## src/rtl/ifq_pkg.sv

```systemverilog
// Shared types and constants for the instruction fetch queue.
package ifq_pkg;

  localparam int LINE_W         = 128;
  localparam int WORDS_PER_LINE = 4;
  localparam int WORD_SEL_W     = 2;
  localparam int TAG_W          = 28;
  localparam int WORD_W         = 32;

  localparam logic [31:0] RESET_PC_DEFAULT = 32'h0000_0000;

  // One buffered cache line together with the line address it came from.
  typedef struct packed {
    logic [TAG_W-1:0]  tag;
    logic [LINE_W-1:0] data;
  } ifq_entry_t;

  // Byte address of the instruction after word w of line tag.
  function automatic logic [31:0] ifq_pc_plus4(input logic [TAG_W-1:0] tag,
                                               input logic [WORD_SEL_W-1:0] w);
    return {tag, w, 2'b00} + 32'd4;
  endfunction

endpackage

```

## src/rtl/ifq_line_ram.sv

```systemverilog
// Line storage for the fetch queue: one clocked write port, one
// combinational read port, no reset on the data array.
module ifq_line_ram
  import ifq_pkg::*;
#(
  parameter int DEPTH = 4,
  parameter int AW    = $clog2(DEPTH)
) (
  input  logic            Clk,
  input  logic            i_wr_en,
  input  logic [AW-1:0]   i_wr_addr,
  input  ifq_entry_t      i_wr_data,
  input  logic [AW-1:0]   i_rd_addr,
  output ifq_entry_t      o_rd_data
);

  ifq_entry_t r_mem [DEPTH];

  // Capture a fetched line with its tag.
  always_ff @(posedge Clk) begin
    if (i_wr_en) begin
      r_mem[i_wr_addr] <= i_wr_data;
    end
  end

  assign o_rd_data = r_mem[i_rd_addr];

endmodule

```

## src/rtl/ifetch_queue.sv

```systemverilog
// Instruction fetch queue: buffers 128-bit I-cache lines in a circular
// buffer and hands one instruction at a time to dispatch. A redirect
// flushes everything and restarts fetch at the target address.
// Optional build macro IFQ_STALL_CNT_EN adds a saturating 16-bit counter
// of cycles in which dispatch found the queue empty.
module ifetch_queue
  import ifq_pkg::*;
#(
  parameter int          DEPTH    = 4,
  parameter logic [31:0] RESET_PC = RESET_PC_DEFAULT
) (
  input  logic               Clk,
  input  logic               Resetb,
  output logic               Cache_Rd_En,
  output logic [31:0]        Cache_Addr,
  input  logic [LINE_W-1:0]  Cache_Dout,
  input  logic               Cache_Read_Hit,
  output logic [31:0]        Ifetch_Instruction,
  output logic [31:0]        Ifetch_PC_Plus4,
  output logic               Ifetch_Empty,
`ifdef IFQ_STALL_CNT_EN
  output logic [15:0]        Ifetch_Stall_Cnt,
`endif
  input  logic               Dispatch_Ren,
  input  logic               Redirect_Valid,
  input  logic [31:0]        Redirect_Addr
);

  localparam int AW = $clog2(DEPTH);

  logic [TAG_W-1:0]      r_fpc;
  logic [AW:0]           r_wr_ptr;
  logic [AW:0]           r_rd_ptr;
  logic [WORD_SEL_W-1:0] r_rd_word;

  logic       w_full;
  logic       w_empty;
  logic       w_wr_en;
  logic       w_rd_fire;
  logic       w_last_word;
  ifq_entry_t w_wr_entry;
  ifq_entry_t w_head;
  logic       w_unused;

  // The low two redirect bits select a byte inside a word and carry no meaning here.
  assign w_unused = ^Redirect_Addr[1:0];

  assign w_full  = (r_wr_ptr[AW] != r_rd_ptr[AW]) &&
                   (r_wr_ptr[AW-1:0] == r_rd_ptr[AW-1:0]);
  assign w_empty = (r_wr_ptr == r_rd_ptr);

  // Reset also gates the request so the cache sees nothing while held in reset.
  assign Cache_Rd_En = Resetb && !w_full && !Redirect_Valid;
  assign Cache_Addr  = {r_fpc, 4'b0000};

  assign w_wr_en     = Cache_Rd_En && Cache_Read_Hit;
  assign w_rd_fire   = Dispatch_Ren && !w_empty && !Redirect_Valid;
  assign w_last_word = (r_rd_word == WORD_SEL_W'(WORDS_PER_LINE - 1));

  assign w_wr_entry.tag  = r_fpc;
  assign w_wr_entry.data = Cache_Dout;

  ifq_line_ram #(
    .DEPTH (DEPTH)
  ) u_line_ram (
    .Clk       (Clk),
    .i_wr_en   (w_wr_en),
    .i_wr_addr (r_wr_ptr[AW-1:0]),
    .i_wr_data (w_wr_entry),
    .i_rd_addr (r_rd_ptr[AW-1:0]),
    .o_rd_data (w_head)
  );

  assign Ifetch_Empty       = w_empty;
  assign Ifetch_Instruction = w_empty ? 32'h0 : w_head.data[{r_rd_word, 5'b00000} +: WORD_W];
  assign Ifetch_PC_Plus4    = w_empty ? 32'h0 : ifq_pc_plus4(w_head.tag, r_rd_word);

  // Pointer, fetch PC and word offset update; a redirect overrides any fill or read.
  always_ff @(posedge Clk or negedge Resetb) begin
    if (!Resetb) begin
      r_fpc     <= RESET_PC[31:4];
      r_wr_ptr  <= '0;
      r_rd_ptr  <= '0;
      r_rd_word <= RESET_PC[3:2];
    end else if (Redirect_Valid) begin
      r_fpc     <= Redirect_Addr[31:4];
      r_wr_ptr  <= '0;
      r_rd_ptr  <= '0;
      r_rd_word <= Redirect_Addr[3:2];
    end else begin
      if (w_wr_en) begin
        r_wr_ptr <= r_wr_ptr + (AW+1)'(1);
        r_fpc    <= r_fpc + TAG_W'(1);
      end
      if (w_rd_fire) begin
        if (w_last_word) begin
          r_rd_word <= '0;
          r_rd_ptr  <= r_rd_ptr + (AW+1)'(1);
        end else begin
          r_rd_word <= r_rd_word + WORD_SEL_W'(1);
        end
      end
    end
  end

`ifdef IFQ_STALL_CNT_EN
  logic [15:0] r_stall_cnt;

  // Count cycles with nothing to dispatch, excluding redirect cycles, saturating.
  always_ff @(posedge Clk or negedge Resetb) begin
    if (!Resetb) begin
      r_stall_cnt <= '0;
    end else if (w_empty && !Redirect_Valid && (r_stall_cnt != 16'hFFFF)) begin
      r_stall_cnt <= r_stall_cnt + 16'd1;
    end
  end

  assign Ifetch_Stall_Cnt = r_stall_cnt;
`endif

endmodule

```

## config.mk

```make
export PLATFORM = sky130hd
export DESIGN_NAME = ifetch_queue
export DESIGN_NICKNAME = d
export VERILOG_FILES = /design/src/rtl/ifq_pkg.sv /design/src/rtl/ifq_line_ram.sv /design/src/rtl/ifetch_queue.sv
export SDC_FILE = /design/constraint.sdc
export NUM_CORES = 1
export LEC_CHECK = 0
export CORE_MARGIN = 3
export CORE_UTILIZATION = 50
export CTS_BUF_LIST = sky130_fd_sc_hd__clkbuf_8
export DETAILED_ROUTE_END_ITERATION = 6
export GPL_TIMING_DRIVEN = 0
export PLACE_DENSITY = 0.74
export SLEW_MARGIN = 20
export SYNTH_ARGS = -nofsm -noshare
export SYNTH_HDL_FRONTEND = slang
export SYNTH_HIERARCHICAL = 1
export SYNTH_SLANG_ARGS = --single-unit
```

## constraint.sdc

```tcl
create_clock -name Clk -period 12.1 [get_ports Clk]
set_input_delay 2.42 -clock Clk [delete_from_list [all_inputs] [get_ports Clk]]
set_output_delay 2.42 -clock Clk [all_outputs]
set_load 0.01 [all_outputs]
```

==> results by group <==
Logic synthesis
  – Syn avg cell area: 21.29 um2
  – Post-synthesis mux area share: 0.1619
  – Synth Area in Compound Gates: 0.009528
  – XOR/XNOR share of the synthesized area: 0.01868
  – Largest family of logic cells by synthesized area: multiplexers
  – Synth cell types: 50
  – Synth Register Bits: 660
  – Ys Warns: 6
  – Area of the mapped netlist: 0.02653 mm2
  – Post-synth EDFFs: 624
  – Post-synthesis sequential area ratio: 0.7403
  – Post-synthesis adder-cell area fraction: 0.001887
  – Simple-Gate Fraction of Synth Area: 0.04453
  – Predominant post-synthesis flop cell: edfxtp_1
  – Synth Instances: 1246
  – Ys async rst share: 0.05455

Route
  – Initial DRC Count: 1072
  – Post-route DRC: 0
  – Final WL: 59570 um
  – Detail Route Antenna Nets: 0
  – WL/cell: 24.86 um
  – Vias: 13.84k
  – DR pass1 iterations: 7
  – Vias per cell: 5.774

Worst hold path
  – Hold path start: r_fpc[27]
  – Worst Hold Depth: 0
  – Worst Hold Class: flop to flop
  – WHS Endpoint: u_line_ram/r_mem[2][155]

Clock tree
  – Clk buf depth: 3
  – CTS Buf Count: 104
  – Cts hold-fix bufs: 0
  – CTS tree: done
  – Post CTS Setup Buffer Count: 0
  – H-Tree Depth: 3
  – CTS root buf: clkbuf_8
  – Clk_lat worst skew: 0.69 ns
  – Clock sinks: 660
  – Cts repair resizes: 0
  – CTS clock-pin slew for the worst setup and hold paths: 0.06 ns

Placed design
  – Detailed placement HPWL: 38770 um
  – GPL Wtd Cong: 0.8154
  – Pre-CTS setup slack: 5.041 ns
  – Count of input and output buffers: 254

Global routing
  – Vias in the first global route: 14.43k
  – Gr ovfl total: 0
  – Initial antenna violation count: 9
  – Largest net degree at the start of global routing: 46
  – First-pass GRT wire length: 90060 um
  – GRT Total Usage: 0.2155

Cells and area
  – Fill count: 3681
  – Area delta synth->final: 21.61%
  – Layout cells sized above 1: 0.2323
  – Final net count: 1807
  – Final core utilization: 0.6213

STA
  – # setup viols final: 0
  – Final Skew: 0.02430 ns
  – RSZ-0062 raised after global routing: no
  – Max Fclk: 141.2 MHz
  – Relative slew slack: 0.3746
  – Post-route setup slack: 5.016 ns
  – Max-slew violation count: 0
  – Sum Neg Setup Slack: 0 ns
  – Worst Tran Pin Value: 0.9381 ns
  – Period minus WS final: 7.084 ns
  – Final hold violation count: 0
  – Part of the cycle the worst path needs: 0.5854

Power
  – Pwr Density: 141.7 mW/mm2
  – Comb power frac: 0.078
  – Switching Share: 0.2211
  – Total internal power: 3561 uW
  – Flop pwr share: 0.563
  – P_sw: 1011 uW
  – Peak supply drop: 0.09985 mV
  – Clock share of power: 0.359
  – Leakage power: 0.01040 uW

Worst setup path
  – CP Capture Type: primary output
  – Startpoint Class: primary input
  – R2R Setup Slk: 8.95 ns
  – Critical Path RT: 9.68 ns
  – CP Launch Point: Redirect_Valid
  – R2R Path End: u_line_ram/r_mem[2][54]
  – Reg2Reg Depth: 5
  – CP arrival: 4.66 ns
  – Type of the worst setup path: primary input to primary output
  – R2r startpoint: r_wr_ptr[0]
  – CP Max Fanout: 10

Floorplanning
  – Initial core utilization: 0.5109
  – Die area: 0.05585 mm2
  – I/O pin count: 263
  – Core area: 0.05192 mm2
  – DIE WIDTH: 236.3 um
  – Die Span Y: 236.3 um
  – Site Rows: 83

Flow run
  – Max cap viols: 0

Status
  – Status: completed
[worst max-delay path, cell delays in order]
cell and delay, ns:
clkdlybuf4s50_1 0.65, clkbuf_1 0.42, clkbuf_1 0.47, nor2_1 0.17, clkdlybuf4s50_1 0.52
[cell families after synthesis]
family          after synthesis
other cells                   1
buf+inv                      77
simple gates                216
compound gates               40
flops                       660
fa+ha+maj                     4
xor+xnor                     54
mux                         194
[cell usage after synthesis (2+ instances only)]
cell,instances,area (um2)
mux4_2,188,4234
nand2_1,39,146.4
inv_1,4,15.01
dfrtp_1,36,900.9
nor2b_1,2,12.51
buf_1,2,7.510
a21oi_1,4,20.02
mux2i_1,5,50.05
and3b_1,3,26.28
o21ai_1,24,120.1
nor3b_1,3,22.52
buf_4,7,52.55
o211ai_1,2,15.01
nand3_1,23,115.1
or3_1,4,25.02
nand3b_1,3,22.52
xor2_1,30,262.8
nor2_1,36,135.1
xnor2_1,21,183.9
nor4_1,7,43.79
clkbuf_1,21,78.83
ha_1,4,50.05
edfxtp_1,624,18740
and3_1,11,68.82
o21ai_0,2,10.01
a221o_1,2,20.02
nand4_1,21,131.4
o31ai_1,2,15.01
or4_1,3,22.52
and2_1,39,244.0
xor2_2,2,32.53
nor3_1,7,35.03
and4_1,10,87.58
buf_2,25,125.1
buf_12,15,300.3
[how the worst max path moves through the flow]
stage | end | cells after the start
after floorplan | u_line_ram/r_mem[0][0] | 3
after global placement | u_line_ram/r_mem[0][82] | 4
after detailed placement | Cache_Rd_En | 5
after CTS | Cache_Rd_En | 5
after global routing | Cache_Rd_En | 5
final | Cache_Rd_En | 5
[per-layer routing]
metal  part of all wire  track usage  up-vias  routed length, um
met4              0.024      0.06964       12               1407
met3              0.068      0.04712      111               4049
met2               0.50       0.3470      526              29550
met1               0.41       0.2975     7228              24480
met5             0.0016            0        -                 95
li1                   -            -     5958                  -
[layout make-up]
class / count / area (um2) / share of cell area
diodes: 3 / 7.507 / 0.0002327
plain buffers: 72 / 590.6 / 0.01831
clock buffers: 106 / 1459 / 0.04523
clock inverters: 75 / 335.3 / 0.01039
inverters: 5 / 18.77 / 0.0005818
multi-input cells: 514 / 6321 / 0.1960
flip-flops and latches: 660 / 19640 / 0.6088
well taps: 680 / 850.8 / 0.02638
repair buffers: 281 / 3037 / 0.09414
[per-stage QoR]
step | std cells | hold slack (ns) | total power, uW | area, um2
after floorplan | 1251 | 0.5553 | 2780 | 26550
after global placement | 2185 | 0.5603 | 2975 | 29940
after detailed placement | 2212 | 0.5888 | 2983 | 30460
after CTS | 2393 | 0.5911 | 4624 | 32250
after global routing | 2394 | 0.5996 | 4751 | 32250
final | 2396 | 0.5889 | 4572 | 32260
[state kept, by name (all words and copies together) (netlist names)]
| signal | count |
|---|---|
| u_line_ram/r_mem | 624 |
| r_rd_word | 2 |
| r_wr_ptr | 3 |
| r_rd_ptr | 3 |
| r_fpc | 28 |
[placed cells by master, fill, tap and decap left out, types with 4 or more instances in the layout]
cell type,Yosys,final
buf_6,1,10
nand3_1,23,23
dfrtp_1,36,36
buf_12,15,18
inv_1,4,50
mux2i_1,5,5
nor2_1,36,36
buf_8,1,7
clkinv_2,0,9
clkdlybuf4s50_1,0,253
buf_2,25,26
ha_1,4,4
clkbuf_8,0,106
o21ai_1,24,24
conb_1,1,6
clkinv_1,0,15
xor2_1,30,30
or3_1,4,4
nand2_1,39,39
and3_1,11,10
clkbuf_1,21,21
and2_1,39,39
nor4_1,7,7
buf_16,0,9
buf_4,7,7
edfxtp_1,624,624
mux4_2,188,188
xnor2_1,21,21
a21oi_1,4,4
nand4_1,21,21
and4_1,10,10
nor3_1,7,7
[power groups by stage]
stage / Sequential [uW] / Combinational [uW] / Clock [uW]
global route: 2580 / 381 / 1790
detailed placement: 2620 / 361 / 0
finish: 2580 / 357 / 1640
CTS: 2580 / 362 / 1690
floorplan: 2620 / 159 / 0
global placement: 2630 / 346 / 0
Note: power is estimated with default switching activity, not from simulation.
